===== src/rtl/alu_result_serializer_if.sv =====
// Result handshake between the ALU core and the byte-serial result transmitter.
// The ALU side is the master; the serializer is the slave.
interface alu_result_serializer_if;
   logic [31:0] res_data;
   logic [4:0]  res_flags;
   logic        res_valid;
   logic        res_ready;

   modport master (
      output res_data,
      output res_flags,
      output res_valid,
      input  res_ready
   );

   modport slave (
      input  res_data,
      input  res_flags,
      input  res_valid,
      output res_ready
   );
endinterface


===== src/rtl/alu_result_serializer.sv =====
// Sends one captured ALU result to the host as a status byte followed by the data bytes, MSB first.
// Each byte uses a four-phase strobe/ack handshake, with the ack brought in through a synchronizer.
module alu_result_serializer #(
   parameter int DATA_BYTES  = 4,
   parameter int SYNC_STAGES = 2
) (
   input  logic                          clk,
   input  logic                          rst_n,
   input  logic                          ena,
   alu_result_serializer_if.slave        res,
   output logic [7:0]                    uo_out,
   output logic                          out_strobe,
   input  logic                          host_ack,
   output logic                          busy
);

   typedef enum logic [1:0] {
      IDLE,
      SETUP,
      PRESENT,
      RELEASE
   } state_t;

   localparam logic [2:0] LAST_IDX = 3'(DATA_BYTES);

   state_t                  state;
   state_t                  state_nxt;
   logic [2:0]              idx;
   logic [2:0]              idx_nxt;
   logic [2:0]              idx_inc;
   logic [8*DATA_BYTES-1:0] cap_data;
   logic [8*DATA_BYTES-1:0] shifted;
   logic [7:0]              data_byte;
   logic [7:0]              uo_nxt;
   logic                    strobe_nxt;
   logic                    capture;
   logic                    ready_q;
   logic [SYNC_STAGES-1:0]  sync_q;
   logic                    ack_s;

   assign res.res_ready = ready_q;

   // host_ack is asynchronous; the FSM only ever looks at the last synchronizer flop.
   always_ff @(posedge clk or negedge rst_n) begin
      if (!rst_n) begin
         sync_q <= '0;
      end else if (ena) begin
         sync_q <= {sync_q[SYNC_STAGES-2:0], host_ack};
      end
   end

   assign ack_s = sync_q[SYNC_STAGES-1];

   assign idx_inc   = idx + 3'd1;
   assign shifted   = cap_data >> (8 * (DATA_BYTES - int'(idx_inc)));
   assign data_byte = shifted[7:0];

   // uo_out is loaded on the edge that enters SETUP, so data leads the strobe by one cycle.
   always_comb begin
      state_nxt  = state;
      idx_nxt    = idx;
      uo_nxt     = uo_out;
      strobe_nxt = out_strobe;
      capture    = 1'b0;
      case (state)
         IDLE: begin
            uo_nxt     = 8'h00;
            strobe_nxt = 1'b0;
            if (res.res_valid && ready_q) begin
               capture   = 1'b1;
               idx_nxt   = 3'd0;
               uo_nxt    = {3'b101, res.res_flags};
               state_nxt = SETUP;
            end
         end
         SETUP: begin
            strobe_nxt = 1'b1;
            state_nxt  = PRESENT;
         end
         PRESENT: begin
            if (ack_s) begin
               strobe_nxt = 1'b0;
               state_nxt  = RELEASE;
            end
         end
         RELEASE: begin
            if (!ack_s) begin
               if (idx == LAST_IDX) begin
                  uo_nxt    = 8'h00;
                  state_nxt = IDLE;
               end else begin
                  idx_nxt   = idx_inc;
                  uo_nxt    = data_byte;
                  state_nxt = SETUP;
               end
            end
         end
         default: begin
            state_nxt = IDLE;
         end
      endcase
   end

   // With ena low every register holds, so a transfer resumes exactly where it paused.
   always_ff @(posedge clk or negedge rst_n) begin
      if (!rst_n) begin
         state      <= IDLE;
         idx        <= '0;
         uo_out     <= 8'h00;
         out_strobe <= 1'b0;
         ready_q    <= 1'b1;
         busy       <= 1'b0;
         cap_data   <= '0;
      end else if (ena) begin
         state      <= state_nxt;
         idx        <= idx_nxt;
         uo_out     <= uo_nxt;
         out_strobe <= strobe_nxt;
         ready_q    <= (state_nxt == IDLE);
         busy       <= (state_nxt != IDLE);
         if (capture) begin
            cap_data <= res.res_data;
         end
      end
   end

endmodule


===== src/flat_wrapper.sv =====
// flat-port wrapper written by rule: the top's interface ports become plain ports
module alu_result_serializer_flat 
#(
   parameter int DATA_BYTES  = 4,
   parameter int SYNC_STAGES = 2
)
  (clk, rst_n, ena, uo_out, out_strobe, host_ack, busy, res_res_data, res_res_flags, res_res_valid, res_res_ready);
  alu_result_serializer_if res_i ();
  input  logic clk;
  input  logic rst_n;
  input  logic ena;
  output logic [7:0] uo_out;
  output logic out_strobe;
  input  logic host_ack;
  output logic busy;
  input wire logic [$bits(res_i.res_data)-1:0] res_res_data;
  input wire logic [$bits(res_i.res_flags)-1:0] res_res_flags;
  input wire logic [$bits(res_i.res_valid)-1:0] res_res_valid;
  output wire logic [$bits(res_i.res_ready)-1:0] res_res_ready;
  assign res_i.res_data = res_res_data;
  assign res_i.res_flags = res_res_flags;
  assign res_i.res_valid = res_res_valid;
  assign res_res_ready = res_i.res_ready;
  alu_result_serializer #(.DATA_BYTES(DATA_BYTES), .SYNC_STAGES(SYNC_STAGES)) u_core (.clk(clk), .rst_n(rst_n), .ena(ena), .res(res_i), .uo_out(uo_out), .out_strobe(out_strobe), .host_ack(host_ack), .busy(busy));
endmodule

===== config.mk =====
export PLATFORM = sky130hd
export DESIGN_NAME = alu_result_serializer_flat
export DESIGN_NICKNAME = d
export VERILOG_FILES = /design/src/rtl/alu_result_serializer_if.sv /design/src/rtl/alu_result_serializer.sv /design/src/flat_wrapper.sv
export SDC_FILE = /design/constraint.sdc
export NUM_CORES = 1
export LEC_CHECK = 0
export CAP_MARGIN = 20
export CORE_MARGIN = 2
export CORE_UTILIZATION = 52
export CTS_BUF_LIST = sky130_fd_sc_hd__clkbuf_4
export DETAILED_ROUTE_END_ITERATION = 8
export PLACE_DENSITY = 0.92
export SLEW_MARGIN = 20
export SYNTH_ARGS = -nofsm -noshare
export SYNTH_HDL_FRONTEND = slang
export SYNTH_SLANG_ARGS = --single-unit

===== constraint.sdc =====
create_clock -name clk -period 2.1 [get_ports clk]
set_input_delay 0.42 -clock clk [delete_from_list [all_inputs] [get_ports clk]]
set_output_delay 0.42 -clock clk [all_outputs]
set_load 0.02 [all_outputs]

==> results_dict.tcl <==
set metrics [dict create \
    place_hpwl_um 3920 \
    core_area_mm2 0.00435 \
    hp-start "u_core.cap_data[29]" \
    finalCritPeriodShare_pct 94.1 \
    synth_top_flop_cell "dfrtp_1" \
    setup-violations-final 0 \
    port-buffer-count 52 \
    critPathRequiredTime_ns 1.68 \
    hp-class "flip-flop to flip-flop" \
    rr_worst_depth 5 \
    viasPerCell 5.35 \
    cts_buffer_depth 2 \
    grt_max_degree 23 \
    path_class "flip-flop to primary output" \
    path_buf_inv 1 \
    antenna_found_initial 0 \
    fin_tns_setup_ns 0 \
    wirelength_um 5240 \
    synth_area_mm2 0.00235 \
    synthArstFlopShare_pct 100 \
    finalPower_w 0.00375 \
    numCtsBuffers 5 \
    fmax_mhz 506 \
    hold-path-endpoint "u_core.cap_data[29]" \
    first_pass_iters 4 \
    fin_util_pct 68.3 \
    synth_cells 240 \
    slew-limit-headroom_pct 69.3 \
    ys_types 34 \
    htree_num_levels 2 \
    cts_num_sinks 50 \
    io-pin-count 53 \
    start_util_pct 53.9 \
    whs_ns 0.492 \
    hold_viol 0 \
    vias 1873 \
    hold_depth 2 \
    synth_edf_count 0 \
    wl_met3_um 292 \
    period_needed_ns 1.98 \
    drt_iter0_markers 138 \
    nets 342 \
    peakVddDrop_mv 0.475 \
    pre_cts_slack_ns 0.201 \
    path_cells "clkdlybuf4s50_1" \
    reg2reg_slack_ns 0.27 \
    die_area_mm2 0.00506 \
    wire_per_inst_um 15.0 \
    drc 0 \
    grt_usage_pct 22.5 \
    routabilityCongestion 0.795 \
    setup_slack_ns 0.123 \
    die_h_um 71.2 \
    die_width_um 71.2 \
    ant_nets 0 \
    crit_start "u_core.res.res_ready" \
    r2r_end "u_core.uo_out[1]" \
    synthToLayoutAreaGrowth_pct 26.8 \
    highest_layer "met4" \
    clk_pin_slew_ns 0.14 \
    syn-num-nets 285 \
    std_cell_rows 24 \
    maxCapViolations 0 \
    grt_first_pass_wirelength_um 8800 \
    clock-root-buffer "clkbuf_4" \
    r2r_start "u_core.idx[0]" \
    critPathCaptureType "primary output" \
    critPathTopFamily "buffers and inverters" \
    finClkSkew_ns 0.00872 \
    yosysSeqAreaShare_pct 53.4 \
    grt_pass1_vias 1865 \
    max_stage_delay_ns 0.60 \
    power.leakage_nw 1.43 \
    start_kind "flip-flop" \
    tritoncts "done" \
    synth.top_cell.area_share_pct 52.3 \
    ys_seq_elements 50 \
    status "finished clean" \
    worst_pin_slew_ns 0.460 \
    met2_length_um 2610 \
    maxSlewViolCount 0 \
    antennaDiodeCount 0 \
    syn_area_per_cell_um2 9.78 \
    m1WireLength_um 2190 \
    yosysMostFrequentCell "nand2_1" \
    cts_setup_buffers 0 \
    grt_setup_unrepaired "false" \
    clk_latency_ns 0.38 \
    yosys_warnings 0 \
    gr-total-overflow 0 \
    synthTopCellsByArea "dfrtp_1, nand2_1, mux4_2" \
    crit_slowest_cell "clkdlybuf4s50_1" \
    crit_fanout 4 \
    post_route_cells_drive_above_1_share_pct 10.4 \
    yosys.area.top_type "dfrtp_1" \
    arrival_ns 1.56 \
    p_per_area_mw_per_mm2 1260 \
    yosys-top-cells-count "nand2_1, dfrtp_1, mux4_2, nand3_1" \
]
==> layout by cell type, fill, tap and decap left out, types with 2 or more instances in the layout <==
| master | synthesis | layout |
|---|---|---|
| nand2_1 | 113 | 113 |
| clkdlybuf4s50_1 | 0 | 51 |
| dfrtp_1 | 49 | 49 |
| buf_4 | 5 | 9 |
| mux4_2 | 7 | 7 |
| nand3_1 | 7 | 7 |
| a21oi_1 | 6 | 6 |
| o21ai_0 | 6 | 6 |
| clkbuf_4 | 0 | 6 |
| inv_1 | 5 | 5 |
| o211ai_1 | 5 | 5 |
| mux2_2 | 3 | 3 |
| ha_1 | 3 | 3 |
| nor3b_1 | 2 | 2 |
| nor2_1 | 2 | 2 |
| xor2_1 | 2 | 2 |
| mux2i_1 | 2 | 2 |
| nand4_1 | 2 | 2 |
==> layer usage <==
layer,GRT usage (%),vias to the layer above
li1,-,905
met1,29.6,883
met2,36.1,69
met3,4.70,16
met4,10.3,0
met5,0,-
==> per-stage QoR <==
stage	std cells	cell area, um^2
floorplan	240	2350
global placement	341	2910
detailed placement	341	2910
CTS	350	2980
global route	350	2980
finish	350	2980
==> how the worst max path moves through the flow <==
stage	to	cells past startpoint
after floorplan	u_core.uo_out[1]	7
after global routing	res_res_ready	1
final	res_res_ready	1
after global placement	u_core.uo_out[7]	6
after CTS	res_res_ready	1
after detailed placement	u_core.uo_out[5]	6
==> power breakdown <==
group | total (W) | internal, W | switching (W)
sequential | 0.00174 | 0.00141 | 0.000326
clock | 0.000435 | 0.000139 | 0.000296
combinational | 0.00158 | 0.000788 | 0.000790
total | 0.00375 | 0.00234 | 0.00141
==> repair_timing <==
| action | 4_1_cts | 5_1_grt |
|---|---|---|
| hold endpoints to repair | 16 | 0 |
| hold buffers | 1 | 0 |
| gates resized for setup | 0 | 0 |
==> cell families (layout without fill, tap and decap cells) <==
logic type / after synthesis / after routing / share of synthesized area [%]
AO/OA/AOI/OAI: 24 / 24 / 6.45
multiplexers: 13 / 13 / 10.1
adder cells (fa/ha/maj): 3 / 3 / 1.60
XOR/XNOR: 2 / 2 / 0.747
buffers and inverters: 17 / 75 / 4.32
flip-flops: 50 / 50 / 53.4
AND/OR/NAND/NOR: 131 / 131 / 23.4
==> layout make-up <==
type,instances,area [um^2]
inverter,5,18.8
timing repair buffer,62,593
sequential,50,1250
clock inverter,2,8.76
tap,52,65.1
multi-input combinational,173,992
clock buffer,6,45.0
fill,353,1380
==> flip-flops by register name (all words and copies together) (netlist names) <==
signal / flops
u_core.busy: 1
u_core.cap_data: 32
u_core.idx: 3
u_core.out_strobe: 1
u_core.res.res_ready: 1
u_core.state: 2
u_core.sync_q: 2
u_core.uo_out: 8
==> worst min-delay path, delay by kind of cell (launching register included) <==
family | cells | cell delay, ns
flops | 1 | 0.37
simple gates | 2 | 0.10
Power figures use the tool's default switching activity.
